### config.mk
export PLATFORM = sky130hd
export DESIGN_NAME = galois_lfsr_gen
export DESIGN_NICKNAME = d
export VERILOG_FILES = /design/src/rtl/galois_lfsr_pkg.sv /design/src/rtl/galois_lfsr_step.sv /design/src/rtl/galois_lfsr_gen.sv
export SDC_FILE = /design/constraint.sdc
export NUM_CORES = 1
export LEC_CHECK = 0
export CELL_PAD_IN_SITES_DETAIL_PLACEMENT = 0
export CELL_PAD_IN_SITES_GLOBAL_PLACEMENT = 1
export CORE_UTILIZATION = 35
export CTS_BUF_LIST = sky130_fd_sc_hd__clkbuf_8
export DETAILED_ROUTE_END_ITERATION = 6
export PLACE_DENSITY = 0.72
export SYNTH_ARGS = -nofsm -noshare
export SYNTH_HDL_FRONTEND = slang
export SYNTH_SLANG_ARGS = --single-unit
### constraint.sdc
create_clock -name clk -period 1.28 [get_ports clk]
set_input_delay 0.32 -clock clk [delete_from_list [all_inputs] [get_ports clk]]
set_output_delay 0.32 -clock clk [all_outputs]
set_load 0.02 [all_outputs]
### src/rtl/galois_lfsr_pkg.sv
// Shared constants and helpers for the Galois LFSR generator and its companions.
package galois_lfsr_pkg;

  localparam int unsigned LFSR_MAX_WIDTH = 64;

  // Default primitive feedback taps, excluding the x^N term.
  localparam logic [7:0]  LFSR_POLY_8  = 8'h1D;
  localparam logic [15:0] LFSR_POLY_16 = 16'h002D;
  localparam logic [31:0] LFSR_POLY_32 = 32'h000000C5;

  // A zero state would lock the LFSR, so a zero seed is replaced by the fallback.
  function automatic logic [LFSR_MAX_WIDTH-1:0] lfsr_safe_seed(
    input logic [LFSR_MAX_WIDTH-1:0] value,
    input logic [LFSR_MAX_WIDTH-1:0] fallback
  );
    return (value == '0) ? fallback : value;
  endfunction

endpackage

### src/rtl/galois_lfsr_step.sv
// Combinational K-step Galois LFSR advance; shared with the PRBS checker.
module galois_lfsr_step
  import galois_lfsr_pkg::*;
#(
  parameter int unsigned          WIDTH = 8,
  parameter logic [WIDTH-1:0]     POLY  = WIDTH'(LFSR_POLY_8),
  parameter int unsigned          STEPS = 1
) (
  input  logic [WIDTH-1:0] state,
  output logic [WIDTH-1:0] next_state
);

  logic [WIDTH-1:0] work;

  always_comb begin
    // NOTE: blocking assignments let each loop iteration see the previous step;
    // assigning work first also gives every path a value, so no latch is inferred.
    work = state;
    for (int i = 0; i < int'(STEPS); i++) begin
      work = {work[WIDTH-2:0], 1'b0} ^ ({WIDTH{work[WIDTH-1]}} & POLY);
    end
    next_state = work;
  end

endmodule

### src/rtl/galois_lfsr_gen.sv
// Galois LFSR pseudo-random word source with valid/ready output and safe reseeding.
// Optional step counter / period detector enabled by GALOIS_LFSR_PERIOD_COUNT_EN.
module galois_lfsr_gen
  import galois_lfsr_pkg::*;
#(
  parameter int unsigned           LFSR_WIDTH                 = 8,
  parameter logic [LFSR_WIDTH-1:0] LFSR_POLY                  = LFSR_WIDTH'(LFSR_POLY_8),
  parameter logic [LFSR_WIDTH-1:0] LFSR_SEED                  = LFSR_WIDTH'(1),
  parameter int unsigned           LFSR_OUTPUT_BITS_PER_CLOCK = 1
) (
  input  logic                                  clk,
  input  logic                                  reset_n,
  input  logic                                  enable,
  input  logic                                  seed_load,
  input  logic [LFSR_WIDTH-1:0]                 seed_value,
  output logic [LFSR_OUTPUT_BITS_PER_CLOCK-1:0] lfsr_out,
  output logic                                  lfsr_valid,
  input  logic                                  lfsr_ready,
  output logic                                  seed_zero_err
`ifdef GALOIS_LFSR_PERIOD_COUNT_EN
  ,
  output logic [LFSR_WIDTH-1:0]                 step_count,
  output logic                                  period_wrap
`endif
);

  localparam int unsigned K = LFSR_OUTPUT_BITS_PER_CLOCK;

  if (LFSR_WIDTH < 2 || LFSR_WIDTH > LFSR_MAX_WIDTH) begin : g_bad_width
    $error("galois_lfsr_gen: LFSR_WIDTH must be within 2..64");
  end
  if (K < 1 || K > LFSR_WIDTH) begin : g_bad_k
    $error("galois_lfsr_gen: LFSR_OUTPUT_BITS_PER_CLOCK must be within 1..LFSR_WIDTH");
  end
  if (LFSR_SEED == '0) begin : g_bad_seed
    $error("galois_lfsr_gen: LFSR_SEED must be non-zero");
  end

  logic [LFSR_WIDTH-1:0] state;
  logic [LFSR_WIDTH-1:0] step_next;
  logic [LFSR_WIDTH-1:0] seed_next;
  logic                  seed_is_zero;
  logic                  adv;

  galois_lfsr_step #(
    .WIDTH (LFSR_WIDTH),
    .POLY  (LFSR_POLY),
    .STEPS (K)
  ) u_step (
    .state      (state),
    .next_state (step_next)
  );

  assign seed_is_zero = (seed_value == '0);
  assign seed_next    = LFSR_WIDTH'(lfsr_safe_seed(LFSR_MAX_WIDTH'(seed_value),
                                                   LFSR_MAX_WIDTH'(LFSR_SEED)));
  // A new word is produced only when the output slot is free or being emptied.
  assign adv          = enable & (~lfsr_valid | lfsr_ready) & ~seed_load;

  always_ff @(posedge clk or negedge reset_n) begin
    if (!reset_n) begin
      state         <= LFSR_SEED;
      lfsr_out      <= '0;
      lfsr_valid    <= 1'b0;
      seed_zero_err <= 1'b0;
    end else begin
      // NOTE: non-blocking assignments so every register samples pre-edge values.
      seed_zero_err <= seed_load & seed_is_zero;
      if (seed_load) begin
        // Reseeding flushes the pending word; lfsr_out keeps its last value.
        state      <= seed_next;
        lfsr_valid <= 1'b0;
      end else if (adv) begin
        lfsr_out   <= state[LFSR_WIDTH-1 -: K];
        lfsr_valid <= 1'b1;
        state      <= step_next;
      end else if (lfsr_valid && lfsr_ready) begin
        lfsr_valid <= 1'b0;
      end
    end
  end

`ifdef GALOIS_LFSR_PERIOD_COUNT_EN
  logic [LFSR_WIDTH-1:0] last_seed;
  logic                  hit_seed;

  assign hit_seed = (step_next == last_seed);

  // Period is measured in advances from the most recently loaded seed.
  always_ff @(posedge clk or negedge reset_n) begin
    if (!reset_n) begin
      last_seed   <= LFSR_SEED;
      step_count  <= '0;
      period_wrap <= 1'b0;
    end else begin
      period_wrap <= adv & hit_seed;
      if (seed_load) begin
        last_seed  <= seed_next;
        step_count <= '0;
      end else if (adv) begin
        step_count <= hit_seed ? '0 : step_count + 1'b1;
      end
    end
  end
`else
  // Without the period counter the loaded seed need not be remembered.
`endif

endmodule

* After elaboration in Yosys (flattened, before gate mapping)
Cells that the tools add are included.
** Storage, ports and cells
- Flip-flop bits (word level) :: 11
- Bits in latches :: 0
- RAM bits :: 0
- Bits in read-only memories :: 0
- Input bits :: 13
- Output and inout bits :: 3
- Word-level logic and storage cells :: 22
- Memories kept :: 0
** Cells by class
- $add $sub $neg :: 0
- $mul :: 0
- Divide/modulo/power cells :: 0
- $lt $le $gt $ge :: 0
- Equality and inequality tests :: 0
- Shift-type cells :: 0
- Mux-type cells :: 6
- Bitwise logic cells :: 7
- Reduce and logical (&&, ||, !) cells :: 5
** Operators by type and width (count)
- $mux 8 :: 3
- $logic_not 8->1 :: 1
- $xor 8x5->8 :: 1
- $and 1x1->1 :: 3
- $mux 1 :: 3
- $reduce_bool 3->1 :: 1
- $not 1->1 :: 2
- $reduce_and 2->1 :: 1
- $reduce_bool 2->1 :: 1
- $logic_and 1x1->1 :: 1
- $or 1x1->1 :: 1

* Depth between registers and ports, before layout
- Depth in word-level cells :: 6
- Depth in mapped cells :: 4
- Mapped depth without buffers :: 3

* Modules after synthesis
A second synthesis with hierarchy kept.
** Second synthesis, totals
- Cell total of the unflattened synthesis :: 65
- Area total of the unflattened synthesis :: 611.8 um^2
** By module, submodules not included
- galois_lfsr_gen :: times used 1, cells an instance 57, area an instance 548.0 um^2, seq. area each 276.5 um^2
- galois_lfsr_step :: times used 1, cells an instance 8, area an instance 63.8 um^2, seq. area each 0.0 um^2

* Worst setup path after synthesis
OpenSTA, ideal clock, no wires.
- Path kind :: reg2reg
- Start point :: reg lfsr_valid
- End point :: reg state[6]
- Library setup time :: 126 ps
- Data arrival time :: 1018 ps
- Data required time :: 1154 ps
- Path slack :: 136 ps
- Cell stages (with the launch flop) :: 5
- Path buffers :: 1
- Clock period less this slack :: 1144 ps
- Path through :: dfrtp_1 nand2b_4 buf_4 a21oi_1 a221o_1
** Between the ends
- Longest elaborated chain between the ends :: 5
** Ends and longest elaborated chain
- from (decl) :: RTL line galois_lfsr_gen.sv:17 : output logic lfsr_valid,
- from (signal assigned) :: RTL line galois_lfsr_gen.sv:64 : lfsr_valid <= 1'b0;
- from (signal assigned) :: RTL line galois_lfsr_gen.sv:72 : lfsr_valid <= 1'b0;
- from (signal assigned) :: RTL line galois_lfsr_gen.sv:75 : lfsr_valid <= 1'b1;
- $not 1->1 :: RTL line galois_lfsr_gen.sv:58 : assign adv = enable & (~lfsr_valid | lfsr_ready) & ~seed_load;
- $or 1x1->1 :: RTL line galois_lfsr_gen.sv:58
- $and 1x1->1 (2 in series) :: RTL line galois_lfsr_gen.sv:58
- $reduce_bool 2->1 (no source line)
- to (signal assigned) :: RTL line galois_lfsr_gen.sv:71 : state <= seed_next;
- to (signal assigned) :: RTL line galois_lfsr_gen.sv:76 : state <= step_next;
- to (decl) :: RTL line galois_lfsr_gen.sv:39 : logic [LFSR_WIDTH-1:0] state;
No other way between the ends.
A chain may end at the register's enable or synchronous reset.

* Worst setup path in the final report
- Start point :: reg lfsr_out
- End point :: out lfsr_out
** RTL lines
- from (decl) :: RTL line galois_lfsr_gen.sv:16 : output logic [LFSR_OUTPUT_BITS_PER_CLOCK-1:0] lfsr_out,
- from (signal assigned) :: RTL line galois_lfsr_gen.sv:74 : lfsr_out <= state[LFSR_WIDTH-1 -: K];
No word-level cell between the ends.

==> results.md <==
* Yosys warns at 0
* PwrDens at 1040 nW/um^2
* Arrival @ worst endpoint at 0.93 ns
* Final antenna-violating net count at 0
* Post-synth top cells: dfrtp_1, nand2_1, a21oi_1, and3_1
* Worst min path class: input port to async pin
* CP peak stage delay at 0.37 ns
* Final Hold Fails at 0
* Buf/Inv on CP at 1
* Top Ports at 16
* Run status: finished clean
* Slew Limit Fails at 0
* Seq/Total Area, Yosys at 43.9%
* Kind of cell adding the most delay to the critical path: flip-flops
* Post-CTS Hold Buffers at 0
* Synthesized area per cell at 10.3 sq um
* Worst-Margin Slew at 0.273 ns
* #FFs+latches synth at 11
* Die area at 1970 sq um
* Clock latency on the worst-skew pair at 0.24 ns
* First-pass GRT wire length at 2470 um
* Worst path required time at roughly 0.96 ns
* Tot GR Track Use at 18.0%
* Area of the multi-input gates at 342 sq um
* Final setup viols at 0
* Reg2reg path depth at 5
* Worst slew margin at 81.8%
* Final HPWL DP at 1070 um
* Initial Utilization at ~40%
* Final #Nets at 106
* CTS Sinks at 11
* Async S/R FF share, synth at 100%
* Post-synth EDFFs at 0
* Synth area leader: dfrtp_1
* DR iter-0 viols at 12
* Layout Skew at 0.00207 ns
* Clk buf depth at 2
* Number of antenna diodes at 0
* TritonCTS buffer count at 3
* Highest Clock Rate at ~800 MHz
* Row cnt at 14
* Ys flop type: dfrtp_1
* Setup crit start kind: flop
* Setup Crit Path Kind: flop to output pin
* Fin worst setup slack at 0.0307 ns
* Setup slack at placement at -0.310 ns
* Total grt overflow at 0
* RSZ-0062 raised after global routing: no
* Post-CTS Setup Bufs at 0
* Clk root buf: clkbuf_8
* Maximum vdd drop at 0.703 mV
* Vias at 573
* Clock slew at reported path FFs at 0.05 ns
* Initial antenna violation count at 0
* Top cell type's share of synthesized area at 39.8%
* Non-Filler Instances at 116
* Core area at 1590 sq um
* Fillers at 147
* Buffers on Ports at 15
* Top post-synthesis cells by area: dfrtp_1, o31ai_2, dfstp_2, nand2_1, xnor2_1
* Mapped Area at 629 sq um
* Drt pass-1 iters at 4
* Final period util at a little over nine tenths
* Post-Route Setup TNS at 0 ns
* Number of global-route vias before repair at approximately 560
* H-tree levels at 1
* Total wire length at roughly 1500 um
* Crit path depth at 1
* Layout area overhead at 54.5%
* Slowest stage cell, crit path: dfrtp_1
* Dpl cells at 111
* Leakage at 0.455 nW
* Largest net degree at the start of global routing at 12
* Critical path fanouts, max at 2
* WL/cell at 12.6 um
* Syn_nets at 74
* Most common cell in the netlist: dfrtp_1
* GPL Wtd Cong at 0.732
* # DRC at 0
* Die Span Y at 44.4 um
* Die width at between 40 and 50 um
* Netlist cell types at 26
* Via-to-Cell Ratio at 4.94
* CTS tree: built
* Worst setup EP type: output pin
* Critical-path cell list: dlygate4sd2_1
* Syn Inst Count at 61
* Tmin final at 1.25 ns
* Max-Cap Viols at 0
* Register area at 277 sq um
* Ratio of cells with drive above 1 in the final layout at between 30% and 40%
## worst paths after layout
path / from / end / slack (ns)
hold / removal: reset_n / state[3] / 0.37
hold reg to reg: lfsr_out / lfsr_out / 0.49
setup reg to reg: lfsr_valid / state[2] / 0.12
min in group clk: seed_value[6] / state[0] / 0.44
setup / recovery: lfsr_out / lfsr_out / 0.03
max in group asynchronous: reset_n / state[0] / 0.68
## cells in the final DEF, fill, tap and decap left out, types with 2 or more instances in the layout
cell             count
nand2_1              7
inv_1                4
nand4b_1             2
dlymetal6s2s_1       2
buf_4               16
xnor2_1              3
o311ai_1             2
clkbuf_8             3
a21oi_1              5
dlygate4sd2_1        6
clkdlybuf4s50_1      7
dfrtp_1             10
o31ai_2              3
and3_1               4
nand2b_1             2
## cells by family (layout without fill, tap and decap cells)
logic type	count (synthesis)	in the layout	share of synthesized area, %
DFF	11	11	43.9
buffers and inverters	8	38	6.56
muxes	1	1	1.79
and+or+nand+nor	24	25	24.5
xor gates and xnor gates	3	3	4.18
AOI/OAI and AO/OA	14	14	19.1
## sequential cells by signal, indices dropped and copies added (netlist names)
name	count
state	8
lfsr_out	1
lfsr_valid	1
seed_zero_err	1
## per-layer routing
metal  global-route usage [%]  wire length (um)  vias up
li1                         -                 -      284
met1                     23.8               700      275
met2                     27.6               696       12
met3                     3.67                47        2
met4                     9.09                22        0
met5                        0                 0        -
## area by class of cell
cell class / count / share of cell area (%)
multi-input cells: 43 / 35.1
repair buffers: 31 / 27.5
clock inverters: 1 / 0.386
well taps: 24 / 3.09
clock buffers: 3 / 4.25
inverters: 3 / 1.16
flip-flops and latches: 11 / 28.4
## through the flow
step	power, mW	utilization, %	hold WS (ns)	area (sq um)
after floorplan	0.548	-	0.0244	629
after global placement	0.665	56.4	0.476	900
after detailed placement	0.669	56.4	0.494	900
after CTS	1.01	58.8	0.372	937
after global routing	1.06	61.0	0.403	972
final	1.01	61.0	0.369	972
## report_power, final
group / leakage [nW] / internal (mW) / switching, mW / total, mW
logic: 0.294 / 0.137 / 0.107 / 0.244
registers: 0.134 / 0.390 / 0.0288 / 0.418
clock network: 0.0269 / 0.211 / 0.136 / 0.347
total: 0.455 / 0.737 / 0.272 / 1.01
## timing repair
action	in CTS	in global routing
gates resized for setup	6	6
cloned	0	1
endpoints found under the setup margin	5	6
hold endpoints to repair	0	0
pin swaps	2	3
(Power assumes the default switching activity.)
